**src/rtl/mult_pkg.sv**
```systemverilog
// Shared definitions for the multiplier-side blocks: id width derivation and
// product width helper.
package mult_pkg;

  localparam int DEF_WIDTH   = 8;
  localparam int DEF_NUM_REQ = 4;

  function automatic int clog2(input int n);
    int r;
    r = 0;
    while ((1 << r) < n) r++;
    return r;
  endfunction

  // A single requester still needs a one-bit id.
  function automatic int id_width(input int n);
    return (clog2(n) < 1) ? 1 : clog2(n);
  endfunction

  function automatic int prod_w(input int w);
    return 2 * w;
  endfunction

endpackage

```
**src/rtl/rr_arbiter.sv**
```systemverilog
// Round-robin arbiter: combinational one-hot grant searched from r_rr_ptr,
// pointer moves past the winner only when the grant is taken.
module rr_arbiter
  import mult_pkg::*;
#(
  parameter  int NUM_REQ = DEF_NUM_REQ,
  localparam int IDW     = id_width(NUM_REQ)
) (
  input  logic               clk,
  input  logic               rst,
  input  logic [NUM_REQ-1:0] i_req,
  input  logic               i_enable,
  input  logic               i_advance,
  output logic [NUM_REQ-1:0] o_gnt,
  output logic [IDW-1:0]     o_gnt_idx
);

  logic [IDW-1:0]     r_rr_ptr;
  logic [IDW-1:0]     w_cur;
  logic [IDW-1:0]     w_idx;
  logic [NUM_REQ-1:0] w_gnt;
  logic               w_found;

  // The cursor wraps explicitly so non-power-of-two counts never index past NUM_REQ-1.
  always_comb begin
    w_gnt   = '0;
    w_idx   = '0;
    w_found = 1'b0;
    w_cur   = r_rr_ptr;
    for (int k = 0; k < NUM_REQ; k++) begin
      if (!w_found && i_req[w_cur]) begin
        w_found      = 1'b1;
        w_idx        = w_cur;
        w_gnt[w_cur] = 1'b1;
      end
      w_cur = (w_cur == IDW'(NUM_REQ - 1)) ? '0 : w_cur + 1'b1;
    end
    if (!i_enable) begin
      w_gnt = '0;
    end
  end

  always_ff @(posedge clk or posedge rst) begin
    if (rst) begin
      r_rr_ptr <= '0;
    end else if (i_advance) begin
      r_rr_ptr <= (w_idx == IDW'(NUM_REQ - 1)) ? '0 : w_idx + 1'b1;
    end
  end

  assign o_gnt     = w_gnt;
  assign o_gnt_idx = w_idx;

endmodule

```
**src/rtl/unsigned_multiplier.sv**
```systemverilog
// Combinational unsigned multiplier with a full-width product.
module unsigned_multiplier
  import mult_pkg::*;
#(
  parameter int WIDTH = DEF_WIDTH
) (
  input  logic [WIDTH-1:0]         i_a,
  input  logic [WIDTH-1:0]         i_b,
  output logic [prod_w(WIDTH)-1:0] o_p
);

  assign o_p = {{WIDTH{1'b0}}, i_a} * {{WIDTH{1'b0}}, i_b};

endmodule

```
**src/rtl/mult_share_arbiter.sv**
```systemverilog
// Shares one combinational multiplier among NUM_REQ requesters with
// round-robin arbitration and a single registered, id-tagged response slot.
module mult_share_arbiter
  import mult_pkg::*;
#(
  parameter  int WIDTH   = DEF_WIDTH,
  parameter  int NUM_REQ = DEF_NUM_REQ,
  localparam int IDW     = id_width(NUM_REQ),
  localparam int PROD_W  = prod_w(WIDTH)
) (
  input  logic                       clk,
  input  logic                       rst,
  input  logic [NUM_REQ-1:0]         req_valid,
  output logic [NUM_REQ-1:0]         req_ready,
  input  logic [NUM_REQ*WIDTH-1:0]   req_a,
  input  logic [NUM_REQ*WIDTH-1:0]   req_b,
  output logic                       rsp_valid,
  input  logic                       rsp_ready,
  output logic [IDW-1:0]             rsp_id,
  output logic [PROD_W-1:0]          rsp_product
);

  // Handshake: a request transfers on an edge where req_valid[i] && req_ready[i];
  // a response transfers where rsp_valid && rsp_ready. req_ready may depend on
  // req_valid, never the reverse; the slot accepts a new result when empty or draining.
  logic                 r_rsp_valid;
  logic [IDW-1:0]       r_rsp_id;
  logic [PROD_W-1:0]    r_rsp_product;

  logic                 w_slot_free;
  logic                 w_enable;
  logic                 w_xfer;
  logic [NUM_REQ-1:0]   w_gnt;
  logic [IDW-1:0]       w_gnt_idx;
  logic [WIDTH-1:0]     w_a;
  logic [WIDTH-1:0]     w_b;
  logic [PROD_W-1:0]    w_prod;

  assign w_slot_free = !r_rsp_valid || rsp_ready;
  assign w_enable    = w_slot_free && !rst;
  assign w_xfer      = |(w_gnt & req_valid);

  rr_arbiter #(
    .NUM_REQ (NUM_REQ)
  ) u_arb (
    .clk       (clk),
    .rst       (rst),
    .i_req     (req_valid),
    .i_enable  (w_enable),
    .i_advance (w_xfer),
    .o_gnt     (w_gnt),
    .o_gnt_idx (w_gnt_idx)
  );

  // One-hot AND-OR operand mux feeding the single multiplier.
  always_comb begin
    w_a = '0;
    w_b = '0;
    for (int i = 0; i < NUM_REQ; i++) begin
      if (w_gnt[i]) begin
        w_a = w_a | req_a[i*WIDTH +: WIDTH];
        w_b = w_b | req_b[i*WIDTH +: WIDTH];
      end
    end
  end

  unsigned_multiplier #(
    .WIDTH (WIDTH)
  ) u_mul (
    .i_a (w_a),
    .i_b (w_b),
    .o_p (w_prod)
  );

  always_ff @(posedge clk or posedge rst) begin
    if (rst) begin
      r_rsp_valid   <= 1'b0;
      r_rsp_id      <= '0;
      r_rsp_product <= '0;
    end else if (w_xfer) begin
      r_rsp_valid   <= 1'b1;
      r_rsp_id      <= w_gnt_idx;
      r_rsp_product <= w_prod;
    end else if (rsp_ready) begin
      r_rsp_valid   <= 1'b0;
    end
  end

  assign req_ready   = w_gnt;
  assign rsp_valid   = r_rsp_valid;
  assign rsp_id      = r_rsp_id;
  assign rsp_product = r_rsp_product;

endmodule

```
**config.mk**
```make
export PLATFORM = sky130hd
export DESIGN_NAME = mult_share_arbiter
export DESIGN_NICKNAME = d
export VERILOG_FILES = /design/src/rtl/mult_pkg.sv /design/src/rtl/rr_arbiter.sv /design/src/rtl/unsigned_multiplier.sv /design/src/rtl/mult_share_arbiter.sv
export SDC_FILE = /design/constraint.sdc
export NUM_CORES = 1
export LEC_CHECK = 0
export CAP_MARGIN = 20
export CORE_UTILIZATION = 42
export CTS_CLUSTER_SIZE = 10
export DETAILED_ROUTE_END_ITERATION = 6
export PLACE_DENSITY_LB_ADDON = 0.15
export RECOVER_POWER = 100
export SYNTH_ARGS = -nofsm -noshare
export SYNTH_HDL_FRONTEND = slang
export SYNTH_SLANG_ARGS = --single-unit
```
**constraint.sdc**
```tcl
create_clock -name clk -period 8.8 [get_ports clk]
set_input_delay 1.76 -clock clk [delete_from_list [all_inputs] [get_ports clk]]
set_output_delay 1.76 -clock clk [all_outputs]
set_load 0.02 [all_outputs]
```
==> impl_metrics.tcl <==
set metrics [dict create \
    outcome "completed" \
    overflow 0 \
    power_w 0.001713 \
    ys_ff_latch 21 \
    worstMarginPinSlew_ns 1.312 \
    ys_top_cells_by_count "62 x nor2_1, 56 x inv_1, 42 x ha_1" \
    start_util 0.4423 \
    maxSlewViolCount 0 \
    clock_sinks 21 \
    setup.worst_path.end "rsp_product[15]" \
    fin_setup_tns_ns 0 \
    ctsHoldBuffers 0 \
    netlist_area_um2 3933 \
    comb_power_share 0.869 \
    clock_latency_ns 0.26 \
    critPathMaxFanout 9 \
    hold_viol 0 \
    clk_path_buf_depth 2 \
    synthMuxAreaShare 0.06427 \
    grt_use_total 0.2223 \
    p_per_area_nw_per_um2 335.0 \
    drtAntennaViolNets 0 \
    post-synth-top-count-cell "nor2_1" \
    max_stage_delay_ns 0.63 \
    clk_pin_slew_ns 0.07 \
    cts_buffers 3 \
    grt_max_degree 35 \
    portBuffers 93 \
    cts-root-buf "clkbuf_8" \
    timing.fmax_ghz 0.1193 \
    htreeDepth 1 \
    grt_pass1_wl_um 17680 \
    path_class "in2reg" \
    synthTopCellsByArea "fa_1 18%, dfrtp_1 13%, ha_1 13%, nor2_1 5.9%, inv_1 5.3%" \
    reg2reg_to "rsp_product[15]" \
    reg2reg_depth 26 \
    synthArstFlopShare 1.000 \
    post-route-drc-count 0 \
    grt_pass1_vias 3583 \
    post_cts_resized 0 \
    reg2reg_slack_ns 1.12 \
    synth.avg_cell_area_um2 9.145 \
    worstPathRequired_ns 8.94 \
    netlist.area_leader.share 0.1833 \
    drt_wl_total_um 10590 \
    worst_ir_drop_vdd_mv 0.1564 \
    p_seq_frac 0.094 \
    period_needed_ns 8.382 \
    num_antenna_cells 0 \
    cellInternalPower_w 0.0008028 \
    drtPass1Iterations 5 \
    syn_nets 579 \
    initialDrtViolationCount 189 \
    dp.cells 637 \
    post-cts-setup-buffers 0 \
    hpwl_um 8941 \
    switching_share 0.5313 \
    switchingPower_w 0.0009102 \
    layout-drive-gt1-share 0.1088 \
    synth_edf_count 0 \
    synthCells 430 \
    synth_top_cell_by_area "fa_1" \
    clock_skew_ns 0.002526 \
    fin_crit_sh 0.9526 \
    die_w_um 98.77 \
    num_vias 3549 \
    final_cells 641 \
    maxCapViolations 0 \
    placed_area_um2 5062 \
    synth_fa_ha_area_frac 0.3169 \
    r2r_start "u_arb.r_rr_ptr[0]" \
    finalSetupViolCount 0 \
    cts_tree "done" \
    start_kind "primary input" \
    dieArea_um2 9755 \
    ys_warn_count 0 \
    synthSimpleGateAreaFrac 0.1546 \
    avgRoutedWirePerCell_um 16.52 \
    grt_antenna_before_repair 0 \
    core_area_um2 8891 \
    power.leakage_nw 2.366 \
    rows 34 \
    place_congestion 0.9088 \
    slowest_stage "mux4_2" \
    area_growth_pct 30.03 \
    slew_headroom 0.1255 \
    crit_start "req_valid[3]" \
    die_y_um 98.77 \
    final_area_um2 5114 \
    hold_class "reg2reg" \
    rsz0062_at_grt "false" \
    ys.flop_type "dfrtp_1" \
    synth_xor_area_frac 0.02450 \
    ys_types 64 \
    cp.arrival_ns 8.52 \
    clkPwrFrac 0.036 \
    nets 683 \
    ys_seq_area_frac 0.1336 \
    viasPerCell 5.537 \
    synth_compound_area_frac 0.2275 \
    io_pins 94 \
    synth_top_family_by_area "adder cells" \
    end_kind "register" \
]
==> stage by stage <==
step | worst slack (ns) | hold slack [ns] | utilization
after floorplan | 1.051 | 0.5402 | -
after global placement | 0.1248 | 0.4673 | 0.5694
after detailed placement | 0.04584 | 0.4704 | 0.5694
after CTS | 0.2733 | 0.4873 | 0.5744
after global routing | 0.02430 | 0.5072 | 0.5751
final | 0.4175 | 0.4772 | 0.5751
==> sequential cells by signal, summed over array words and instances, names as in the netlist <==
register / flops
u_arb.r_rr_ptr: 2
rsp_product: 16
rsp_valid: 1
rsp_id: 2
==> cells in the final DEF (no fill, tap or decap), drive strengths merged, types with 3 or more instances in the layout <==
cell type	n
mux2i	6
clkdlybuf4s50	73
dfrtp	21
buf	18
nor2b	4
xor2	6
nor4	3
nor3	4
dlygate4sd3	20
nand2	22
a222oi	16
ha	42
fa	36
inv	56
xnor2	5
o21a	4
nand4	4
a21oi	11
or2	15
nor2	62
a21boi	14
o21ai	19
clkbuf	6
o31ai	4
a31oi	7
mux2	12
and2	4
==> power by group through the flow <==
stage	Combinational [W]	Sequential, W	Clock, W
2_1_floorplan	0.00106	0.000191	0
3_3_place_gp	0.00150	0.000165	0
3_5_place_dp	0.00151	0.000165	0
4_1_cts	0.00152	0.000163	0.0000645
5_1_grt	0.00168	0.000167	0.0000687
6_report	0.00149	0.000161	0.0000624
==> kinds of logic after synthesis <==
| kind of cell | after synthesis |
|---|---|
| AND/OR/NAND/NOR | 128 |
| AO/OA/AOI/OAI | 102 |
| adder cells (fa/ha/maj) | 78 |
| buffers and inverters | 70 |
| flip-flops | 21 |
| multiplexers | 20 |
| XOR/XNOR | 11 |
==> worst max-delay path: cells and delay by family <==
kind	cells	cell delay, ns
muxes	2	0.91
AOI/OAI and AO/OA	8	1.92
adders and majority gates	5	2.41
buffers and inverters	6	0.99
and+or+nand+nor	3	0.40
xor gates and xnor gates	1	0.12
==> layer usage <==
metal	routed length (µm)	up-vias	part of all wire	track usage
met2	5601	83	0.53	0.4024
met5	0	-	0	0
met1	4567	1737	0.43	0.2968
met4	94	0	0.0089	0.02411
li1	-	1722	-	-
met3	326	7	0.031	0.02057
==> how the worst min path moves through the flow <==
stage | start | end | slack (ns) | cells past startpoint
5_1_grt | rsp_product[10] | rsp_product[10] | 0.51 | 2
2_1_floorplan | u_arb.r_rr_ptr[1] | u_arb.r_rr_ptr[1] | 0.54 | 2
6_report | rsp_product[8] | rsp_product[8] | 0.48 | 2
4_1_cts | rsp_product[11] | rsp_product[11] | 0.49 | 2
3_3_place_gp | rsp_product[5] | rsp_product[5] | 0.47 | 2
3_5_place_dp | rsp_product[11] | rsp_product[11] | 0.47 | 2
==> cell type report <==
cell class              instances  area [µm²]
clock buffers                   4       45.04
fillers                       818        3777
inverters                      56       210.2
multi-input cells             339        3112
flip-flops and latches         21       525.5
well taps                     108       135.1
repair buffers                113        1086
Note: power is estimated with default switching activity, not from simulation.
